`src/rtl/bitmem_port_arbiter.sv`:
```
// -----------------------------------------------------------------------------
// bitmem_port_arbiter
//
// Shares one external DEPTH x 1-bit memory (one synchronous write port, one
// combinational read port) between NUM_REQ requesters. A round-robin arbiter
// grants at most one access (read or write) per cycle. Read data is registered
// and returned to the granted requester one cycle after acceptance. After
// reset an INIT sequence writes 0 to every entry before any request is taken.
//
// Optional feature: define BITMEM_ARB_STATS_EN to add per-requester grant
// counters (CNT_W bits, wrapping) on grant_cnt_o.
//
// Ports
//   clk, rst       clock; synchronous active-high reset
//   req_valid_i    per-requester request valid
//   req_ready_o    one-hot (or zero) grant for this cycle
//   req_we_i       per-requester 1=write, 0=read
//   req_addr_i     per-requester entry address
//   req_wdata_i    per-requester write data bit
//   rsp_valid_o    one-hot read response valid, one cycle after accept
//   rsp_rdata_o    shared read data, held until the next read response
//   init_done_o    high once INIT has completed
//   mem_wen_o      memory write enable
//   mem_waddr_o    memory write address
//   mem_wdata_o    memory write data
//   mem_raddr_o    memory read address
//   mem_rdata_i    memory read data (combinational from mem_raddr_o)
//   grant_cnt_o    per-requester accept count (BITMEM_ARB_STATS_EN only)
// -----------------------------------------------------------------------------
module bitmem_port_arbiter #(
  parameter int NUM_REQ = 2,
  parameter int ADDR_W  = 4
`ifdef BITMEM_ARB_STATS_EN
  , parameter int CNT_W = 8
`endif
) (
  input  logic                             clk,
  input  logic                             rst,
  input  logic [NUM_REQ-1:0]               req_valid_i,
  output logic [NUM_REQ-1:0]               req_ready_o,
  input  logic [NUM_REQ-1:0]               req_we_i,
  input  logic [NUM_REQ-1:0][ADDR_W-1:0]   req_addr_i,
  input  logic [NUM_REQ-1:0]               req_wdata_i,
  output logic [NUM_REQ-1:0]               rsp_valid_o,
  output logic                             rsp_rdata_o,
  output logic                             init_done_o,
  output logic                             mem_wen_o,
  output logic [ADDR_W-1:0]                mem_waddr_o,
  output logic                             mem_wdata_o,
  output logic [ADDR_W-1:0]                mem_raddr_o,
  input  logic                             mem_rdata_i
`ifdef BITMEM_ARB_STATS_EN
  , output logic [NUM_REQ-1:0][CNT_W-1:0]  grant_cnt_o
`endif
);

  localparam int DEPTH = 2 ** ADDR_W;
  localparam int PTR_W = $clog2(NUM_REQ);

  typedef enum logic {
    ST_INIT,
    ST_RUN
  } state_e;

  state_e                 state_q;
  logic [ADDR_W-1:0]      init_addr_q;
  logic [PTR_W-1:0]       rr_ptr_q;
  logic [PTR_W-1:0]       rr_ptr_d;
  logic [NUM_REQ-1:0]     rsp_valid_q;
  logic                   rsp_rdata_q;

  logic                   grant_vld;
  logic [PTR_W-1:0]       grant_idx;
  logic [NUM_REQ-1:0]     grant_oh;
  logic                   grant_we;

  // Requester index arithmetic modulo NUM_REQ (works for non-power-of-2 too).
  function automatic logic [PTR_W-1:0] wrap_idx(input int v);
    return PTR_W'(v % NUM_REQ);
  endfunction

  // Round-robin search: first valid requester at or after rr_ptr_q wins.
  always_comb begin
    // NOTE: every variable gets a default before any branch so no latch is inferred.
    grant_vld = 1'b0;
    grant_idx = '0;
    for (int i = 0; i < NUM_REQ; i++) begin
      if (state_q == ST_RUN && !grant_vld &&
          req_valid_i[wrap_idx(int'(rr_ptr_q) + i)]) begin
        grant_vld = 1'b1;
        grant_idx = wrap_idx(int'(rr_ptr_q) + i);
      end
    end
    grant_oh = grant_vld ? (NUM_REQ'(1) << grant_idx) : '0;
    grant_we = req_we_i[grant_idx];
    rr_ptr_d = grant_vld ? wrap_idx(int'(grant_idx) + 1) : rr_ptr_q;
  end

  // Memory port steering. Idle addresses are driven to 0 so the port is
  // deterministic even when nothing is accessed.
  always_comb begin
    mem_wen_o   = 1'b0;
    mem_waddr_o = '0;
    mem_wdata_o = 1'b0;
    mem_raddr_o = '0;
    if (state_q == ST_INIT) begin
      mem_wen_o   = 1'b1;
      mem_waddr_o = init_addr_q;
    end else if (grant_vld) begin
      if (grant_we) begin
        mem_wen_o   = 1'b1;
        mem_waddr_o = req_addr_i[grant_idx];
        mem_wdata_o = req_wdata_i[grant_idx];
      end else begin
        mem_raddr_o = req_addr_i[grant_idx];
      end
    end
  end

  assign req_ready_o = grant_oh;
  assign rsp_valid_o = rsp_valid_q;
  assign rsp_rdata_o = rsp_rdata_q;
  assign init_done_o = (state_q == ST_RUN);

  // Control FSM plus response register.
  // NOTE: the memory itself has no reset; its contents are cleared by the
  // INIT walk, which is why reset always re-enters ST_INIT.
  always_ff @(posedge clk) begin
    if (rst) begin
      // NOTE: sequential state uses non-blocking assignments so every register
      // samples pre-edge values regardless of statement order.
      state_q     <= ST_INIT;
      init_addr_q <= '0;
      rr_ptr_q    <= '0;
      rsp_valid_q <= '0;
      rsp_rdata_q <= 1'b0;
    end else begin
      rsp_valid_q <= '0;
      case (state_q)
        ST_INIT: begin
          init_addr_q <= init_addr_q + 1'b1;
          if (init_addr_q == ADDR_W'(DEPTH - 1)) begin
            state_q <= ST_RUN;
          end
        end
        ST_RUN: begin
          rr_ptr_q <= rr_ptr_d;
          // Read response: one cycle later, to the reader only.
          if (grant_vld && !grant_we) begin
            rsp_valid_q <= grant_oh;
            rsp_rdata_q <= mem_rdata_i;
          end
        end
        default: state_q <= ST_INIT;
      endcase
    end
  end

`ifdef BITMEM_ARB_STATS_EN
  logic [NUM_REQ-1:0][CNT_W-1:0] grant_cnt_q;

  // Accept counters wrap naturally at 2**CNT_W.
  always_ff @(posedge clk) begin
    if (rst) begin
      grant_cnt_q <= '0;
    end else begin
      for (int i = 0; i < NUM_REQ; i++) begin
        if (grant_oh[i]) begin
          grant_cnt_q[i] <= grant_cnt_q[i] + 1'b1;
        end
      end
    end
  end

  assign grant_cnt_o = grant_cnt_q;
`endif

endmodule
```
`config.mk`:
```
export PLATFORM = sky130hd
export DESIGN_NAME = bitmem_port_arbiter
export DESIGN_NICKNAME = d
export VERILOG_FILES = /design/src/rtl/bitmem_port_arbiter.sv
export SDC_FILE = /design/constraint.sdc
export NUM_CORES = 1
export LEC_CHECK = 0
export BUFFER_PORTS_ARGS = -buffer_cell sky130_fd_sc_hd__buf_2
export CAP_MARGIN = 25
export CORE_MARGIN = 4
export CORE_UTILIZATION = 40
export DETAILED_ROUTE_END_ITERATION = 8
export GPL_TIMING_DRIVEN = 0
export HOLD_SLACK_MARGIN = 0.03
export PLACE_DENSITY = 0.75
export SYNTH_ARGS = -nofsm -noshare
export SYNTH_HDL_FRONTEND = slang
export SYNTH_SLANG_ARGS = --single-unit
```
`constraint.sdc`:
```
create_clock -name clk -period 3.6 [get_ports clk]
set_clock_uncertainty 0.2 [all_clocks]
set_input_delay 0.54 -clock clk [delete_from_list [all_inputs] [get_ports clk]]
set_output_delay 0.54 -clock clk [all_outputs]
set_load 0.01 [all_outputs]
```
# Word level (Yosys, flattened, before mapping)
# Index checks and enable logic that the tools add are counted.
[classes]
n_mux = 29
n_eq_ne = 1
n_reduce_logical = 9
mul = 0
bitwise = 2
add_sub_neg = 3
div_mod_pow = 0
magnitude_cmp = 3
shift = 1
[op_table]
columns = ["operator", "count"]
rows = [
  ["$mux 4", 8],
  ["$mux 1", 20],
  ["$lt 1x2->1 const B", 3],
  ["$add 4x1->4 const B", 1],
  ["$eq 4x4->1 const B", 1],
  ["$logic_and 1x1->1", 4],
  ["$reduce_and 2->1", 2],
  ["$reduce_or 3->1", 1],
  ["$add 1x1->1 const B", 2],
  ["$logic_not 1->1", 2],
  ["$mux 2", 1],
  ["$not 1->1", 2],
  ["$shl 1x1->2 const A", 1],
]
[totals]
latchBits = 0
output_inout_bits = 16
input_bits = 17
regBits = 9
mem_bits_ro = 0
ramBits = 0
elab_cells = 53
memories = 0

# Depth between registers and ports, before layout
# Gate-level depths: netlist (run 1).
[depth]
depth_word = 14
mapped_depth = 4
ltp_nobuf = 4

# Worst setup path before layout (run 1)
# Ideal clock, no wire load.
[synth_path]
path_type = "input port to output port"
from = "input req_valid_i[0]"
to = "output mem_waddr_o[0]"
stages = 4
path_buffers = 0
path_slack_ns = 1.598
t_required_ns = 2.860
arrival_time_ns = 1.262
cell_sequence = "and2b_4 > nor2_8 > mux2i_1 > o22ai_1"
[synth_via]
elab_chain_cells = 13
[synth_lines]
columns = ["item", "line", "source"]
rows = [
  ["start: declaration", "39", "input logic [NUM_REQ-1:0] req_valid_i,"],
  ["$mux 1 (implied by the code) (2 in a row)", "89", "req_valid_i[wrap_idx(int'(rr_ptr_q) + i)]) begin"],
  ["$logic_and 1x1->1", "88", "if (state_q == ST_RUN && !grant_vld &&"],
  ["$mux 1", "88", ""],
  ["$logic_not 1->1", "88", ""],
  ["$logic_and 1x1->1 (2 in a row)", "88", ""],
  ["$mux 1", "88", ""],
  ["$mux 4 (implied by the code) / $mux 1 (equally long branches) (2 in a row)", "112, 95", ""],
  ["$mux 4", "110", "if (grant_we) begin"],
  ["$mux 4 *", "109", "end else if (grant_vld) begin"],
  ["$mux 4 *", "106", "if (state_q == ST_INIT) begin"],
  ["end: declaration", "48", "output logic [ADDR_W-1:0] mem_waddr_o,"],
]
# Every way passes the cells marked *; elsewhere a longest branch is shown, timed or not. The select of a mux whose other input is x is not followed.

# Worst setup path after layout (run 1)
[layout_path]
from = "register state_q, in the netlist init_done_o"
to = "output mem_waddr_o[0]"
[layout_via]
elab_chain_cells = 11
[layout_lines]
columns = ["item", "line", "source"]
rows = [
  ["start: declaration", "65", "state_e state_q;"],
  ["start signal: assignment", "132", "state_q <= ST_INIT;"],
  ["start signal: assignment", "143", "state_q <= ST_RUN;"],
  ["start signal: assignment", "154", "default: state_q <= ST_INIT;"],
  ["$logic_and 1x1->1", "88", ""],
  ["$mux 1", "88", ""],
  ["$logic_not 1->1", "88", ""],
  ["$logic_and 1x1->1 (2 in a row)", "88", ""],
  ["$mux 1", "88", ""],
  ["$mux 4 (implied by the code) / $mux 1 (equally long branches) (2 in a row)", "112, 95", ""],
  ["$mux 4", "110", ""],
  ["$mux 4", "109", ""],
  ["$mux 4 *", "106", ""],
]
# Marks and branches as above.

==> results.md, run 1 <==
- Metal3 WL: 73 um
- CTS root buffer: clkbuf_4
- Die ar.: 2022 sq um
- Minimum clock period: 2.392 ns
- Syn Std Cell Area: 546.8 sq um
- Clock latency on the worst-skew pair: 0.26 ns
- DR WL met2: 697 um
- RR Startpoint: init_done_o$_SDFF_PP0_
- Syn avg cell area: 9.113 sq um
- Number of global-route vias before repair: 531
- RSZ-0062 raised after global routing: false
- Int Pwr: 0.1622 mW
- Die Wd: 44.97 um
- Post-synthesis cell count: 60
- R2R depth: 4
- Max VDD drop: 175.3 uV
- Flop pwr share: 48.7%
- Final weighted congestion in routability-driven placement: 0.7431
- Most common cell after layout, fill and taps aside: buf_2
- Setup TNS: 0 ns
- Synth Register Bits: 9
- Slew margin rel.: 78.18%
- Worst Max-Slew Pin Slew: 0.3274 ns
- Lkg Pwr: 0.3673 nW
- Port bufs: 31
- Critical path class: flip-flop to primary output
- Hold_sp: rsp_rdata_o$_SDFFE_PP0P_
- Critical path cell sequence: nand2_1 -> nor2_8 -> mux2i_1 -> o22ai_1 -> buf_2
- Hold Crit Class: flip-flop to flip-flop
- Top sig layer: met4
- Diode count: 0
- Cts bufs inserted: 3
- Slowest Stage Delay on Critical Path: 0.44 ns
- DRT Pass-1 Iters: 4
- Startpoint types: flip-flop
- Final core occ: 57.40%
- Met1 Routed Length: 547 um
- Arr. time, crit path: 1.65 ns
- Synth warnings: 0
- Sw frac: 24.94%
- Fin. Hold Viols: 0
- Max Cap Viol: 0
- Ports: 33
- Layout cell share with drive strength beyond 1: 45.26%
- DR vias: 555
- Worst path required time: 2.86 ns
- Sequential area share after synthesis: 32.95%
- # Post-CTS Setup Buffers: 0
- Hold Path Depth: 2
- H-tree levels: 1
- Core area: 1301 sq um
- Stages on worst setup path: 5
- Fin. max-slew vios: 0
- PD cells: 289.4 nW/um^2
- Critical R2R Capture: rsp_rdata_o$_SDFFE_PP0P_
- CP top delay family: flip-flops
- CTS tree: built
- Area Growth Syn to Fin: 36.61%
- Post-synth net total: 78
- # rows: 13
- CP max stage cell: dfxtp_1
- Setup-failing EPs final: 0
- Fmax achieved: 0.4181 GHz
- Critical path buffers and inverters: 1
- Post-DP HPWL: 1.083 mm
- Chip Height: 44.97 um
- First-pass GRT wire length: 2.201 mm
- Buffers from clock root to sink, at most: 2
- CTS Sinks: 9
- Clock group share of total power: 35.8%
- Netlist cell types: 26
- Largest net degree at the start of global routing: 11
- Wirelength, routed: 1.328 mm
- Iteration-0 DRC count of the detailed router: 9
- Status: complete, no violations
- Hold Buf Count CTS: 0
- # resized after CTS: 0
- Worst-path maximum fanout: 8
- Post-route ant nets: 0
- Switching power: 0.05390 mW
- Tot GR Track Use: 14.50%
- Antenna violations before repair: 0
- Logic gate share of total power: 15.5%
- R2R Setup Slk: 2.11 ns
- Routed WL per cell: 12.07 um
- WHS Endpoint: rsp_rdata_o$_SDFFE_PP0P_
- Grt ovf: 0
- DR vias/cell: 5.045
- Commonest cells after routing, fill and taps aside: buf_2 (32), nor2_1 (12), dfxtp_1 (9), mux2i_1 (7), o22ai_1 (4)
- Nets: 114
- Reg clk slew, reported paths: 0.06 ns
- Tcrit/Tclk final: 66.44%
- Crit path from: init_done_o$_SDFF_PP0_
- Drc violations: 0
- Starting Density: 42.02%
- Critical Path End Type: primary output
-- worst register-to-register path, delay by kind of cell (launching register included) --
| kind | cells | cell delay, ns |
|---|---|---|
| flip-flops | 1 | 0.37 |
| multiplexers | 1 | 0.22 |
| AO/OA/AOI/OAI | 1 | 0.35 |
| AND/OR/NAND/NOR | 2 | 0.24 |
-- synth_stat cells --
master	n	share of area, %
nor2b_2	1	1.6
a32o_1	1	1.8
and2_1	1	1.1
ha_1	1	2.3
nand2_1	3	2.1
nor2_8	1	3.7
a31oi_1	1	1.1
o22ai_1	4	4.6
a32oi_4	1	5.0
xnor2_1	2	3.2
buf_4	1	1.4
mux2i_1	7	13
a22oi_1	1	1.4
buf_2	1	0.91
a21boi_2	1	2.1
nand2b_1	1	1.1
or4_4	1	2.1
inv_2	1	0.69
inv_1	3	2.1
nor4_1	1	1.1
and2b_4	1	1.8
nor3_1	1	0.91
xor2_1	1	1.6
dfxtp_1	9	33
nor2_1	12	8.2
nor2b_1	2	2.3
-- flip-flops by register name, summed over array words and instances, names as in the netlist --
name,cells
init_addr_q,4
init_done_o,1
rsp_valid_o,2
rr_ptr_q,1
rsp_rdata_o,1
-- routing by layer --
layer	GRT usage, %	vias up
met2	27.12	19
met3	2.390	3
li1	-	277
met5	0	-
met1	16.83	256
met4	3.509	0
-- cells by family after synthesis --
kind of cell	synth area share, %
AND/OR/NAND/NOR	26.09
AO/OA/AOI/OAI	16.02
flip-flops	32.95
multiplexers	12.82
buffers and inverters	5.033
XOR/XNOR	4.806
adder cells (fa/ha/maj)	2.288
-- metrics by stage --
stage / power [mW] / worst slack (ns) / area [sq um] / instances / hold WS (ns)
2_1_floorplan: 0.1260 / 1.598 / 546.8 / 60 / 0.2785
5_1_grt: 0.2273 / 1.099 / 747.0 / 110 / 0.3236
6_report: 0.2161 / 1.208 / 747.0 / 110 / 0.2919
3_3_place_gp: 0.1396 / 1.315 / 720.7 / 106 / 0.2728
3_5_place_dp: 0.1410 / 1.263 / 720.7 / 106 / 0.2824
4_1_cts: 0.2169 / 1.215 / 747.0 / 110 / 0.2982
-- how the worst max path moves through the flow --
stage | to | slack, ns
6_report | mem_waddr_o[0] | 1.21
5_1_grt | mem_waddr_o[0] | 1.10
4_1_cts | mem_waddr_o[0] | 1.21
3_5_place_dp | mem_waddr_o[0] | 1.26
3_3_place_gp | mem_waddr_o[0] | 1.31
2_1_floorplan | mem_waddr_o[0] | 1.60
-- final cells by class --
type,instances,area (sq um)
buffer,2,12.51
fill,126,554.3
timing repair buffer,31,155.1
inverter,4,15.01
multi-input combinational,45,339.1
tap,15,18.77
clock buffer,4,26.28
sequential,9,180.2
-- power by group through the flow --
stage	clock, mW	combinational (mW)	sequential [mW]
2_1_floorplan	0	0.0191	0.107
3_3_place_gp	0	0.0323	0.107
3_5_place_dp	0	0.0334	0.108
4_1_cts	0.0780	0.0336	0.105
5_1_grt	0.0833	0.0384	0.106
6_report	0.0774	0.0335	0.105
Power figures use the tool's default switching activity.
==> inputs of run 2 (changes only) <==
--- a/config.mk
+++ b/config.mk
@@ -8,11 +8,11 @@
 export BUFFER_PORTS_ARGS = -buffer_cell sky130_fd_sc_hd__buf_2
 export CAP_MARGIN = 25
 export CORE_MARGIN = 4
-export CORE_UTILIZATION = 40
+export CORE_UTILIZATION = 37
 export DETAILED_ROUTE_END_ITERATION = 8
 export GPL_TIMING_DRIVEN = 0
 export HOLD_SLACK_MARGIN = 0.03
-export PLACE_DENSITY = 0.75
+export PLACE_DENSITY = 0.73
 export SYNTH_ARGS = -nofsm -noshare
 export SYNTH_HDL_FRONTEND = slang
 export SYNTH_SLANG_ARGS = --single-unit
==> constraint.sdc (replaced) <==
create_clock -name clk -period 2.2 [get_ports clk]
set_clock_uncertainty 0.2 [all_clocks]
set_input_delay 0.33 -clock clk [delete_from_list [all_inputs] [get_ports clk]]
set_output_delay 0.33 -clock clk [all_outputs]
set_load 0.01 [all_outputs]
==> run 2 against run 1 <==
  * Via count shrank 3.1%
  * Die area increased by 6.6%
  * Clock power up 64%
  * Global-route usage fell by 1.8 points
  * Largest power group unchanged
==> results.md, run 2 (same netlist as run 1, synthesis figures left out) <==
- Status: complete, no violations
- Worst Setup EP: mem_waddr_o[0]
- Grt ovf: 0 (unchanged)
- Area Growth Syn to Fin: 37.53%
- Worst-path maximum fanout: 7 (-1)
- Post-DP HPWL: 1.032 mm (-4.7%)
- Starting Density: 40.50% (-1.5 points)
- Slowest Stage Delay on Critical Path: 0.38 ns (-0.06 ns)
- Cts bufs inserted: 3 (unchanged)
- CP max stage cell: dfxtp_1
- Buffers from clock root to sink, at most: 2 (unchanged)
- FF/Latch Area: 181.4 sq um (+0.69%)
- Wirelength, routed: 1.305 mm (-1.7%)
- Minimum clock period: 2.130 ns
- Critical path class: flip-flop to primary output
- Arr. time, crit path: 1.60 ns (-0.05 ns)
- Routed WL per cell: 11.86 um (-1.7%)
- Die Wd: 46.44 um (+3.3%)
- Antenna violations before repair: 0 (unchanged)
- # rows: 13 (unchanged)
- Fin. Hold Viols: 0 (unchanged)
- Tcrit/Tclk final: 96.83%
- Hold Crit Class: input port to flip-flop
- Max VDD drop: 473.3 uV (+170%)
- Max reg flops: 4 (unchanged)
- RR Startpoint: rr_ptr_q$_SDFFE_PP0P_
- DR vias/cell: 4.891 (-3.1%)
- Clock latency on the worst-skew pair: 0.26 ns (about the same)
- Layout cell share with drive strength beyond 1: 47.37% (+2.1 points)
- Largest net degree at the start of global routing: 11 (unchanged)
- # Post-CTS Setup Buffers: 0 (unchanged)
- Fin. max-slew vios: 0 (unchanged)
- Worst Max-Slew Pin Slew: 0.3133 ns (-0.01405 ns)
- Post-DP Area: 720.7 sq um (unchanged)
- DRT Pass-1 Iters: 3 (-1)
- DR vias: 538 (-3.1%)
- Nets: 114 (unchanged)
- PD cells: 471.2 nW/um^2 (+63%)
- H-tree levels: 1 (unchanged)
- R2R depth: 4 (unchanged)
- Final setup margin: 0.06981 ns (-1.138 ns)
- Diode count: 0 (unchanged)
- Port bufs: 31 (unchanged)
- Max Cap Viol: 0 (unchanged)
- Critical path cell sequence: and2b_4 -> nor2_8 -> mux2i_2 -> o22ai_1 -> buf_2
- Reg clk slew, reported paths: 0.06 ns (about the same)
- Setup TNS: 0 ns (unchanged)
- Lkg Pwr: 0.3702 nW (+0.79%)
- CTS tree: built
- Drc violations: 0 (unchanged)
- Multi-input combinational cell area: 342.8 sq um (+1.1%)
- Fmax achieved: 0.4694 GHz
- Top reg by flops: init_addr_q
- Final weighted congestion in routability-driven placement: 0.7153 (-3.7%)
- Ports: 33 (unchanged)
- Die ar.: 2157 sq um (+6.6%)
- Startpoint types: flip-flop
- CTS root buffer: clkbuf_4
- Worst path required time: 1.67 ns (-1.19 ns)
- Iteration-0 DRC count of the detailed router: 5 (-4)
- Crit path from: rr_ptr_q$_SDFFE_PP0P_
- Final core occ: 55.70% (-1.7 points)
- Core area: 1350 sq um (+3.7%)
- Most common cell after layout, fill and taps aside: buf_2
- Fill count: 135 (+7.1%)
- Hold_ws: 0.09777 ns (-0.1941 ns)
- Tot GR Track Use: 12.68% (-1.8 points)
- Number of global-route vias before repair: 476 (-10%)
- Setup-failing EPs final: 0 (unchanged)
- Place WS: 0.2870 ns (-0.9756 ns)
- R2R Setup Slk: 0.74 ns (-1.37 ns)
- Slew margin rel.: 79.11% (+0.94 points)
- CTS Sinks: 9 (unchanged)
- First-pass GRT wire length: 1.952 mm (-11%)
- Commonest cells after routing, fill and taps aside: buf_2 (32), nor2_1 (12), dfxtp_1 (8), mux2i_1 (6), o22ai_1 (4)
- Critical Path End Type: primary output
- Critical R2R Capture: rsp_rdata_o$_SDFFE_PP0P_
- Chip Height: 46.44 um (+3.3%)
- Post-route ant nets: 0 (unchanged)
- Fin area: 752.0 sq um (+0.67%)
[run 2: how the worst min path moves through the flow]
stage	end	depth (start not counted)	slack (ns)	from
6_report	init_done_o$_SDFF_PP0_	2	0.1	rst
5_1_grt	init_addr_q[2]$_SDFFE_PP0N_	2	0.10	rst
4_1_cts	init_done_o$_SDFF_PP0_	2	0.1	rst
3_5_place_dp	rsp_rdata_o$_SDFFE_PP0P_	2	0.28	rsp_rdata_o$_SDFFE_PP0P_
3_3_place_gp	rsp_rdata_o$_SDFFE_PP0P_	2	0.27	rsp_rdata_o$_SDFFE_PP0P_
2_1_floorplan	rsp_rdata_o$_SDFFE_PP0P_	2	0.27	mem_rdata_i
[run 2: area by class of cell]
| cell class | instances | area share (%) |
|---|---|---|
| Sequential cell | 9 | 24.13 |
| Buffer | 2 | 1.664 |
| Clock buffer | 4 | 3.494 |
| Inverter | 4 | 1.997 |
| Timing Repair Buffer | 31 | 20.63 |
| Tap cell | 15 | 2.496 |
| Multi-Input combinational cell | 45 | 45.59 |
[run 2: where the power goes]
part           internal (mW)  total (mW)  leakage [nW]  switching, mW
Sequential             0.168       0.172        0.0736        0.00418
Combinational         0.0283      0.0552         0.282         0.0270
Clock                 0.0699       0.127        0.0150         0.0571
Total                  0.266       0.354         0.370         0.0883
[run 2: timing repair]
| item | 4_1_cts | 5_1_grt |
|---|---|---|
| setup endpoints to repair | 4 | 1 |
| hold buffers | 0 | 0 |
| gates resized for setup | 1 | 1 |
[run 2: routing by layer]
layer	vias up	global-route usage [%]	part of all wire (%)
met2	18	20.60	47
met4	0	0	0
li1	277	-	-
met3	0	7.422	8.0
met5	-	0	0
met1	243	15.31	45
[run 2: stage by stage]
stage	total power [mW]	instances
6_report	0.3543	110
5_1_grt	0.3745	110
4_1_cts	0.3566	110
3_5_place_dp	0.2302	106
3_3_place_gp	0.2291	106
2_1_floorplan	0.2062	60
[run 2: worst max-delay path, delay by kind of cell, from the launching register on]
kind	cells	cell delay, ns
compound gates	1	0.11
simple gates	2	0.42
flops	1	0.38
mux	1	0.27
buf+inv	1	0.15
